$ cat src/rtl/uart_file_loader.sv
// UART file loader: drives the iob_uart register port to fetch a file
// (4-byte little-endian size, then payload) and writes it to memory as 32-bit words.
module uart_file_loader #(
    parameter int          MEM_ADDR_W   = 24,
    parameter logic [31:0] MAX_BYTES    = 32'h0400_0000,
    parameter int          UART_DIV_VAL = 100,
    parameter int          A_SOFT_RESET = 0,
    parameter int          A_DIV        = 1,
    parameter int          A_WRITE_WAIT = 2,
    parameter int          A_DATA       = 3,
    parameter int          A_RXEN       = 4,
    parameter int          A_READ_VALID = 5
) (
    input  logic                  clk,
    input  logic                  rst,
    input  logic                  start,
    output logic                  busy,
    output logic                  done,
    output logic                  error,
    output logic [31:0]           byte_count,
    output logic [31:0]           file_size,
    output logic                  uart_sel,
    output logic                  uart_wr,
    output logic                  uart_rd,
    output logic [2:0]            uart_addr,
    output logic [31:0]           uart_di,
    input  logic [31:0]           uart_do,
    input  logic                  uart_ready,
    output logic                  mem_valid,
    output logic [MEM_ADDR_W-1:0] mem_addr,
    output logic [31:0]           mem_wdata,
    output logic [3:0]            mem_wstrb,
    input  logic                  mem_ready
);

    typedef enum logic [3:0] {
        S_IDLE     = 4'd0,
        S_INIT     = 4'd1,
        S_REQ_WAIT = 4'd2,
        S_REQ_SEND = 4'd3,
        S_SIZE     = 4'd4,
        S_CHECK    = 4'd5,
        S_PAYLOAD  = 4'd6,
        S_MEM_WR   = 4'd7,
        S_DONE     = 4'd8
    } state_t;

    state_t                state_r, state_s;
    logic                  busy_r, busy_s;
    logic                  done_r, done_s;
    logic                  error_r, error_s;
    logic [31:0]           byte_count_r, byte_count_s;
    logic [31:0]           file_size_r, file_size_s;
    logic                  uart_sel_r, uart_sel_s;
    logic                  uart_wr_r, uart_wr_s;
    logic                  uart_rd_r, uart_rd_s;
    logic [2:0]            uart_addr_r, uart_addr_s;
    logic [31:0]           uart_di_r, uart_di_s;
    logic                  mem_valid_r, mem_valid_s;
    logic [MEM_ADDR_W-1:0] mem_addr_r, mem_addr_s;
    logic [31:0]           mem_wdata_r, mem_wdata_s;
    logic [3:0]            mem_wstrb_r, mem_wstrb_s;
    // step: INIT write index or SIZE byte index; rx_phase: 0 = poll READ_VALID, 1 = read DATA
    logic [1:0]            step_r, step_s;
    logic                  rx_phase_r, rx_phase_s;

    logic                  acc_idle_s;
    logic                  acc_done_s;
    logic                  issue_s;
    logic                  issue_wr_s;
    logic [2:0]            issue_addr_s;
    logic [31:0]           issue_di_s;
    logic [7:0]            rx_byte_s;
    logic                  unused_s;

    assign acc_done_s = uart_sel_r & uart_ready;
    assign acc_idle_s = ~uart_sel_r;
    assign rx_byte_s  = uart_do[7:0];
    assign unused_s   = ^uart_do[31:8];

    // Next-state, UART access and datapath updates; every register holds by default.
    always_comb begin
        state_s      = state_r;
        busy_s       = busy_r;
        done_s       = 1'b0;
        error_s      = error_r;
        byte_count_s = byte_count_r;
        file_size_s  = file_size_r;
        uart_sel_s   = uart_sel_r;
        uart_wr_s    = uart_wr_r;
        uart_rd_s    = uart_rd_r;
        uart_addr_s  = uart_addr_r;
        uart_di_s    = uart_di_r;
        mem_valid_s  = mem_valid_r;
        mem_addr_s   = mem_addr_r;
        mem_wdata_s  = mem_wdata_r;
        mem_wstrb_s  = mem_wstrb_r;
        step_s       = step_r;
        rx_phase_s   = rx_phase_r;
        issue_s      = 1'b0;
        issue_wr_s   = 1'b0;
        issue_addr_s = 3'd0;
        issue_di_s   = 32'd0;

        case (state_r)
            S_IDLE: begin
                if (start) begin
                    busy_s       = 1'b1;
                    error_s      = 1'b0;
                    byte_count_s = 32'd0;
                    file_size_s  = 32'd0;
                    mem_addr_s   = '0;
                    mem_wdata_s  = 32'd0;
                    mem_wstrb_s  = 4'd0;
                    step_s       = 2'd0;
                    rx_phase_s   = 1'b0;
                    state_s      = S_INIT;
                end else begin
                    state_s = S_IDLE;
                end
            end
            S_INIT: begin
                if (acc_idle_s) begin
                    issue_s    = 1'b1;
                    issue_wr_s = 1'b1;
                    case (step_r)
                        2'd0: begin issue_addr_s = 3'(A_SOFT_RESET); issue_di_s = 32'd1; end
                        2'd1: begin issue_addr_s = 3'(A_SOFT_RESET); issue_di_s = 32'd0; end
                        2'd2: begin issue_addr_s = 3'(A_DIV);        issue_di_s = 32'(UART_DIV_VAL); end
                        default: begin issue_addr_s = 3'(A_RXEN);    issue_di_s = 32'd1; end
                    endcase
                end else if (acc_done_s) begin
                    step_s = step_r + 2'd1;
                    if (step_r == 2'd3) begin
                        state_s = S_REQ_WAIT;
                    end else begin
                        state_s = S_INIT;
                    end
                end else begin
                    state_s = S_INIT;
                end
            end
            S_REQ_WAIT: begin
                if (acc_idle_s) begin
                    issue_s      = 1'b1;
                    issue_addr_s = 3'(A_WRITE_WAIT);
                end else if (acc_done_s && !uart_do[0]) begin
                    state_s = S_REQ_SEND;
                end else begin
                    state_s = S_REQ_WAIT;
                end
            end
            S_REQ_SEND: begin
                if (acc_idle_s) begin
                    issue_s      = 1'b1;
                    issue_wr_s   = 1'b1;
                    issue_addr_s = 3'(A_DATA);
                    issue_di_s   = 32'h0000_0002;
                end else if (acc_done_s) begin
                    step_s     = 2'd0;
                    rx_phase_s = 1'b0;
                    state_s    = S_SIZE;
                end else begin
                    state_s = S_REQ_SEND;
                end
            end
            S_SIZE: begin
                if (acc_idle_s) begin
                    issue_s      = 1'b1;
                    issue_addr_s = rx_phase_r ? 3'(A_DATA) : 3'(A_READ_VALID);
                end else if (acc_done_s) begin
                    if (!rx_phase_r) begin
                        rx_phase_s = uart_do[0];
                    end else begin
                        rx_phase_s = 1'b0;
                        file_size_s[{step_r, 3'b000} +: 8] = rx_byte_s;
                        step_s = step_r + 2'd1;
                        if (step_r == 2'd3) begin
                            state_s = S_CHECK;
                        end else begin
                            state_s = S_SIZE;
                        end
                    end
                end else begin
                    state_s = S_SIZE;
                end
            end
            S_CHECK: begin
                if (file_size_r > MAX_BYTES) begin
                    error_s = 1'b1;
                    done_s  = 1'b1;
                    busy_s  = 1'b0;
                    state_s = S_DONE;
                end else if (file_size_r == 32'd0) begin
                    done_s  = 1'b1;
                    busy_s  = 1'b0;
                    state_s = S_DONE;
                end else begin
                    state_s = S_PAYLOAD;
                end
            end
            S_PAYLOAD: begin
                if (acc_idle_s) begin
                    issue_s      = 1'b1;
                    issue_addr_s = rx_phase_r ? 3'(A_DATA) : 3'(A_READ_VALID);
                end else if (acc_done_s) begin
                    if (!rx_phase_r) begin
                        rx_phase_s = uart_do[0];
                    end else begin
                        rx_phase_s = 1'b0;
                        mem_wdata_s[{byte_count_r[1:0], 3'b000} +: 8] = rx_byte_s;
                        mem_wstrb_s[byte_count_r[1:0]] = 1'b1;
                        byte_count_s = byte_count_r + 32'd1;
                        // A word goes out when full or when it holds the file's last byte
                        if ((byte_count_r[1:0] == 2'd3) || ((byte_count_r + 32'd1) == file_size_r)) begin
                            mem_valid_s = 1'b1;
                            state_s     = S_MEM_WR;
                        end else begin
                            state_s = S_PAYLOAD;
                        end
                    end
                end else begin
                    state_s = S_PAYLOAD;
                end
            end
            S_MEM_WR: begin
                if (mem_ready) begin
                    mem_valid_s = 1'b0;
                    mem_addr_s  = mem_addr_r + MEM_ADDR_W'(1);
                    mem_wdata_s = 32'd0;
                    mem_wstrb_s = 4'd0;
                    if (byte_count_r == file_size_r) begin
                        done_s  = 1'b1;
                        busy_s  = 1'b0;
                        state_s = S_DONE;
                    end else begin
                        state_s = S_PAYLOAD;
                    end
                end else begin
                    state_s = S_MEM_WR;
                end
            end
            S_DONE: begin
                state_s = S_IDLE;
            end
            default: begin
                busy_s      = 1'b0;
                mem_valid_s = 1'b0;
                state_s     = S_IDLE;
            end
        endcase

        // Strobes rise only from an idle port, which guarantees the gap cycle between accesses
        if (issue_s) begin
            uart_sel_s  = 1'b1;
            uart_wr_s   = issue_wr_s;
            uart_rd_s   = ~issue_wr_s;
            uart_addr_s = issue_addr_s;
            uart_di_s   = issue_di_s;
        end else if (acc_done_s) begin
            uart_sel_s = 1'b0;
            uart_wr_s  = 1'b0;
            uart_rd_s  = 1'b0;
        end else begin
            uart_sel_s = uart_sel_r;
        end
    end

    // State and output registers with synchronous reset.
    always_ff @(posedge clk) begin
        if (rst) begin
            state_r      <= S_IDLE;
            busy_r       <= 1'b0;
            done_r       <= 1'b0;
            error_r      <= 1'b0;
            byte_count_r <= 32'd0;
            file_size_r  <= 32'd0;
            uart_sel_r   <= 1'b0;
            uart_wr_r    <= 1'b0;
            uart_rd_r    <= 1'b0;
            uart_addr_r  <= 3'd0;
            uart_di_r    <= 32'd0;
            mem_valid_r  <= 1'b0;
            mem_addr_r   <= '0;
            mem_wdata_r  <= 32'd0;
            mem_wstrb_r  <= 4'd0;
            step_r       <= 2'd0;
            rx_phase_r   <= 1'b0;
        end else begin
            state_r      <= state_s;
            busy_r       <= busy_s;
            done_r       <= done_s;
            error_r      <= error_s;
            byte_count_r <= byte_count_s;
            file_size_r  <= file_size_s;
            uart_sel_r   <= uart_sel_s;
            uart_wr_r    <= uart_wr_s;
            uart_rd_r    <= uart_rd_s;
            uart_addr_r  <= uart_addr_s;
            uart_di_r    <= uart_di_s;
            mem_valid_r  <= mem_valid_s;
            mem_addr_r   <= mem_addr_s;
            mem_wdata_r  <= mem_wdata_s;
            mem_wstrb_r  <= mem_wstrb_s;
            step_r       <= step_s;
            rx_phase_r   <= rx_phase_s;
        end
    end

    assign busy       = busy_r;
    assign done       = done_r;
    assign error      = error_r;
    assign byte_count = byte_count_r;
    assign file_size  = file_size_r;
    assign uart_sel   = uart_sel_r;
    assign uart_wr    = uart_wr_r;
    assign uart_rd    = uart_rd_r;
    assign uart_addr  = uart_addr_r;
    assign uart_di    = uart_di_r;
    assign mem_valid  = mem_valid_r;
    assign mem_addr   = mem_addr_r;
    assign mem_wdata  = mem_wdata_r;
    assign mem_wstrb  = mem_wstrb_r;

endmodule

$ cat config.mk
export PLATFORM = sky130hd
export DESIGN_NAME = uart_file_loader
export DESIGN_NICKNAME = d
export VERILOG_FILES = /design/src/rtl/uart_file_loader.sv
export SDC_FILE = /design/constraint.sdc
export NUM_CORES = 1
export LEC_CHECK = 0
export BUFFER_PORTS_ARGS = -buffer_cell sky130_fd_sc_hd__buf_4
export CORE_MARGIN = 4
export CORE_UTILIZATION = 54
export CTS_CLUSTER_DIAMETER = 80
export DETAILED_ROUTE_END_ITERATION = 8
export HOLD_SLACK_MARGIN = 0.15
export PLACE_DENSITY = 0.81
export SLEW_MARGIN = 20
export SYNTH_ARGS = -nofsm -noshare
export SYNTH_HDL_FRONTEND = slang
export SYNTH_SLANG_ARGS = --single-unit
$ cat constraint.sdc
create_clock -name clk -period 2.9 [get_ports clk]
set_clock_uncertainty 0.2 [all_clocks]
set_input_delay 0.435 -clock clk [delete_from_list [all_inputs] [get_ports clk]]
set_output_delay 0.435 -clock clk [all_outputs]
set_load 0.02 [all_outputs]
## Word level (Yosys, flattened, before mapping)

Index checks and enable logic that the tools add are counted.

| operators by class | value |
|---|---|
| mux-type cells | 100 |
| magnitude comparators | 3 |
| equal/unequal tests | 35 |
| reduce and logical (&&, ||, !) cells | 31 |
| bitwise gates (word level) | 5 |
| shift operators | 4 |
| add/sub/neg operators | 5 |

Operators by type and width:

| kind | number |
|---|---|
| $mux 32 | 11 |
| $pmux 32 s2 | 2 |
| $pmux 32 s3 | 1 |
| $mux 4 | 19 |
| $bwmux 32 | 2 |
| $eq 32x32->1 | 2 |
| $shift 8x7->32 const A | 2 |
| $shiftx 8x7->32 | 2 |
| $mux 24 | 2 |
| $pmux 24 s2 | 1 |
| $add 32x1->32 const B | 1 |
| $gt 32x27->1 const B | 1 |
| $logic_not 32->1 | 1 |
| $mux 1 | 32 |
| $ne 2x2->1 const B | 16 |
| $pmux 4 s8 | 1 |
| $pmux 7 s2 | 2 |
| $add 24x1->24 const B | 1 |
| $mux 2 | 12 |
| $reduce_and 6->1 | 3 |
| $eq 4x3->1 const B | 4 |
| $reduce_and 5->1 | 3 |
| $neg 5->7 | 2 |
| $mux 3 | 4 |
| other kinds (37) | 56 |

| storage, ports and cells | value |
|---|---|
| flip-flop bits (word level) | 173 |
| output and inout port bits | 166 |
| logic and storage cells | 200 |
| input bits | 37 |

## Depth between registers and ports, before layout

| logic depth | value |
|---|---|
| depth in word-level cells | 9 |
| depth in mapped cells | 10 |
| gate-level depth less buffers | 8 |

## Worst setup path after synthesis

Ideal clock, no wire load.

| path | value |
|---|---|
| path type | flip-flop to flip-flop |
| start point | reg byte_count_r[1] (netlist: byte_count[1]) |
| end point | reg state_r[0] |
| library setup time | 0.060 ns |
| data required time | 2.640 ns |
| period minus slack after synthesis | 2.671 ns |
| setup slack | 0.229 ns |
| arrival | 2.411 ns |
| path buffers | 1 |
| stages on the path, launching flop included | 10 |
| cells stage by stage | dfxtp_1 > ha_1 > buf_2 > nand3_2 > nor4_4 > nand3_1 > xnor2_1 > nor4_1 > nand4_1 > nand2_1 |

| on the way | value |
|---|---|
| word-level cells in the longest chain between the ends | 8 |
| elaborated cells on any way between the ends | 9 |
| classes of those cells | 1 x add/sub; 2 x eq/ne; 5 x mux; 1 x reduce/logical |

Ends and longest elaborated chain:

| element | RTL line | RTL |
|---|---|---|
| from (decl) | 52 | `logic [31:0] byte_count_r, byte_count_s;` |
| from (signal assigned) | 294 | `byte_count_r <= byte_count_s;` |
| $add 32x1->32 | 215 | `if ((byte_count_r[1:0] == 2'd3) \|\| ((byte_count_r + 32'd1) == file_size_r)) begin` |
| $eq 32x32->1 | 215 |  |
| $logic_or 1x1->1 * | 215 |  |
| $mux 1 * | 215 |  |
| $mux 4 * | 207 | `if (!rx_phase_r) begin` |
| $mux 4 * | 206 | `end else if (acc_done_s) begin` |
| $mux 4 * | 203 | `if (acc_idle_s) begin` |
| $pmux 4 s8 * | 105 | `case (state_r)` |
| to (signal assigned) | 290 | `state_r <= state_s;` |
| to (decl) | 48 | `state_t state_r, state_s;` |

Every way passes the cells marked *; elsewhere a longest branch is shown, timed or not. The select of a mux whose other input is x is not followed.
A chain may end at the register's enable or synchronous reset.

## Worst setup path in the final report

| path | value |
|---|---|
| start point | reg byte_count_r[9] (netlist: byte_count[9]) |
| end point | reg state_r[2] |

| on the way | value |
|---|---|
| word-level cells in the longest chain between the ends | 4 |

Ends and longest elaborated chain:

| element | RTL line | RTL |
|---|---|---|
| $eq 32x32->1 | 232 | `if (byte_count_r == file_size_r) begin` |
| $mux 4 | 232 |  |
| $mux 4 | 227 | `if (mem_ready) begin` |
| $pmux 4 s8 | 105 |  |

No other way between the ends.

==> results.txt <==
Hold Path Class: in2reg
synthesis-to-finish area growth: 26.6%
max_cap viols: 0
Post-CTS Setup Inserts: 0
crit start category: flip-flop
post-route antenna net violation count: 0
Worst EP required: 2990 ps
post-synthesis cell count: 1044
syn avg cell area: 7.75 sq um
Power Density: 465 nW/um^2
Total Neg Setup Slack: 0 ps
hold_ws: 177 ps
Tcrit/Tclk final: 0.934
Final Hold Viols: 0
CP arrival: 2800 ps
drt drc: 0
TritonRoute pass-1 iters: 7
max-slew violations: 0
WL final: 26.3 mm
Clock Latency Late Sink: 430 ps
proportion of layout cells with a drive suffix above 1: 0.231
DR WL/cell: 18.6 um
Worst Setup SP: byte_count[9]$_SDFFE_PP0P_
I/O Buffers: 151
initial antenna violation count: 0
initial core utilization: 0.554
Netlist cell types: 76
Congestion Overflow GR: 0
yosys warns: 0
clk sinks: 144
HP Start: uart_do[0]
DPL Wire Length: 19.1 mm
Top Ports: 203
FP Rows: 44
CORE AREA: 14600 sq um
initial DRC count: 939
largest net degree at the start of global routing: 47
TritonCTS clock tree: built
FF+latch count, synth: 144
vias per cell: 6.06
Final Power: 0.00476 W
first-pass GRT wire length: 40.2 mm
Worst Tran Pin Value: 638 ps
fill cell count: 1226
Placed Area: 9570 sq um
Total GRT Usage: 0.300
post-CTS sizing: 0
kind of critical path: reg2reg
Post-Layout Inst Area: 10200 sq um
antenna cells: 0
final setup fails: 0
unrepaired setup endpoints after global routing: false
most used flip-flop cell after synthesis: dfxtp_1
H-tree depth: 4
number of nets in the layout: 1268
CP Max Fanout: 9
Die Height: 130 um
Async S/R FF share, synth: 0
Max clock buf depth: 2
Post-Syn Area: 8090 sq um
clock slew at reported path FFs: 70 ps
Vias: 8577
vias in the first global route: 7612
CP Capture Type: flip-flop
RR Startpoint: byte_count[9]$_SDFFE_PP0P_
GPL Wtd Cong: 1.04
Max IR drop VDD: 0.527 mV
clk root buf: clkbuf_16
Die W: 130 um
Slew HR: 0.572
CTS Buf Count: 17
post-layout min period: 2710 ps
post-synthesis sequential area ratio: 0.356
leak pwr: 4.20 nW
Die ar.: 17000 sq um
Peak Freq: 0.369 GHz
status: complete, no violations
number of synthesized flops with an enable pin: 0
## registers in the layout, summed over array words and instances (netlist names), 2 cells and up
register    flops
mem_wdata      32
state_r         4
step_r          2
uart_di         3
mem_wstrb       4
mem_addr       24
file_size      32
byte_count     32
uart_addr       3
## what timing repair did
| item | CTS | global route |
|---|---|---|
| setup endpoints to repair | 0 | 0 |
| hold buffers | 8 | 0 |
| endpoints found under the hold margin | 27 | 0 |
## where the power goes
group          internal [W]  switching, W  leakage (nW)  total [W]
registers           0.00200     0.0000293          1.16    0.00203
logic              0.000157      0.000402          2.75   0.000559
clock network       0.00123      0.000935         0.284    0.00217
total               0.00339       0.00137          4.20    0.00476
## logic make-up (layout without fill, tap and decap cells)
logic type,after synthesis,in the layout,synth area share
other,1,27,0.000464
AOI/OAI and AO/OA,239,239,0.181
xor gates and xnor gates,65,65,0.0704
DFF,144,144,0.356
muxes,6,6,0.00773
adders and majority gates,12,12,0.0186
buffers and inverters,108,270,0.0681
and+or+nand+nor,469,469,0.298
## area by class of cell
class | instances | area [sq um] | share of cell area
clock buffers | 18 | 439 | 0.0429
well taps | 184 | 230 | 0.0225
repair buffers | 228 | 1740 | 0.170
multi-input cells | 818 | 4750 | 0.464
flip-flops and latches | 144 | 2880 | 0.281
inverters | 10 | 37.5 | 0.00367
clock inverters | 14 | 154 | 0.0150
## through the flow
step	setup WS (ps)	std cells	utilization
3_3_place_gp	311	1376	0.656
4_1_cts	231	1416	0.702
3_5_place_dp	270	1376	0.656
6_report	190	1416	0.702
2_1_floorplan	229	1070	-
5_1_grt	31.0	1416	0.702
## critical path: stages (launching register included)
cell	delay, ps
dfxtp_1	500
xor2_1	200
nor4b_1	440
nand3_1	180
or4_1	590
o21a_1	220
o21ai_1	150
a211oi_1	90
## layer usage
layer,GRT usage,vias to the layer above,wire [um]
met3,0.0760,60,2940
met4,0.0992,0,676
met1,0.403,4010,10500
li1,-,4030,-
met2,0.475,477,12100
met5,0,-,0
## cell usage in the layout (no fill, tap or decap), drive strengths merged, types with 3 or more instances in the layout
master,Yosys,final
buf,54,220
dfxtp,144,144
nand2,134,134
a21oi,114,114
nor2,97,97
nand3,84,84
xor2,46,46
o21ai,44,44
nand4,28,28
conb,1,27
nor4,23,23
nor3,22,22
xnor2,19,19
clkbuf,44,18
and3,16,16
inv,10,15
a31oi,12,12
ha,12,12
or3,11,11
a311oi,10,10
a22oi,10,10
nand2b,9,9
and2,8,8
o21a,8,8
dlygate4sd3,0,8
and4,7,7
a211oi,7,7
nor2b,6,6
clkinv,0,6
or2,6,6
nor3b,5,5
mux2i,4,4
o31ai,4,4
o211ai,4,4
nor4b,4,4
or4,3,3
a31o,3,3
## synthesized netlist by cell type (all sizes together) (3+ instances only)
library cell | number | area (sq um)
dfxtp | 144 | 2880
nand2 | 134 | 503
a21oi | 114 | 582
nor2 | 97 | 374
nand3 | 84 | 438
buf | 54 | 347
xor2 | 46 | 403
clkbuf | 44 | 166
o21ai | 44 | 220
nand4 | 28 | 205
nor4 | 23 | 186
nor3 | 22 | 125
xnor2 | 19 | 166
and3 | 16 | 100
a31oi | 12 | 75.1
ha | 12 | 150
or3 | 11 | 68.8
a22oi | 10 | 75.1
a311oi | 10 | 87.6
inv | 10 | 37.5
nand2b | 9 | 56.3
and2 | 8 | 50.1
o21a | 8 | 60.1
a211oi | 7 | 57.6
and4 | 7 | 61.3
nor2b | 6 | 37.5
or2 | 6 | 37.5
nor3b | 5 | 37.5
mux2i | 4 | 40.0
nor4b | 4 | 47.6
o211ai | 4 | 30.0
o31ai | 4 | 30.0
a31o | 3 | 26.3
or4 | 3 | 22.5
## path summary, 6_finish.rpt
check / endpoint / slack, ps / cells after the start
hold reg to reg: error$_SDFFE_PP0P_ / 250 / 2
setup / recovery: state_r[2]$_SDFFE_PP0P_ / 190 / 7
setup reg to reg: state_r[2]$_SDFFE_PP0P_ / 190 / 7
hold / removal: file_size[24]$_SDFFE_PP0P_ / 180 / 3
Note: power is estimated with default switching activity, not from simulation.
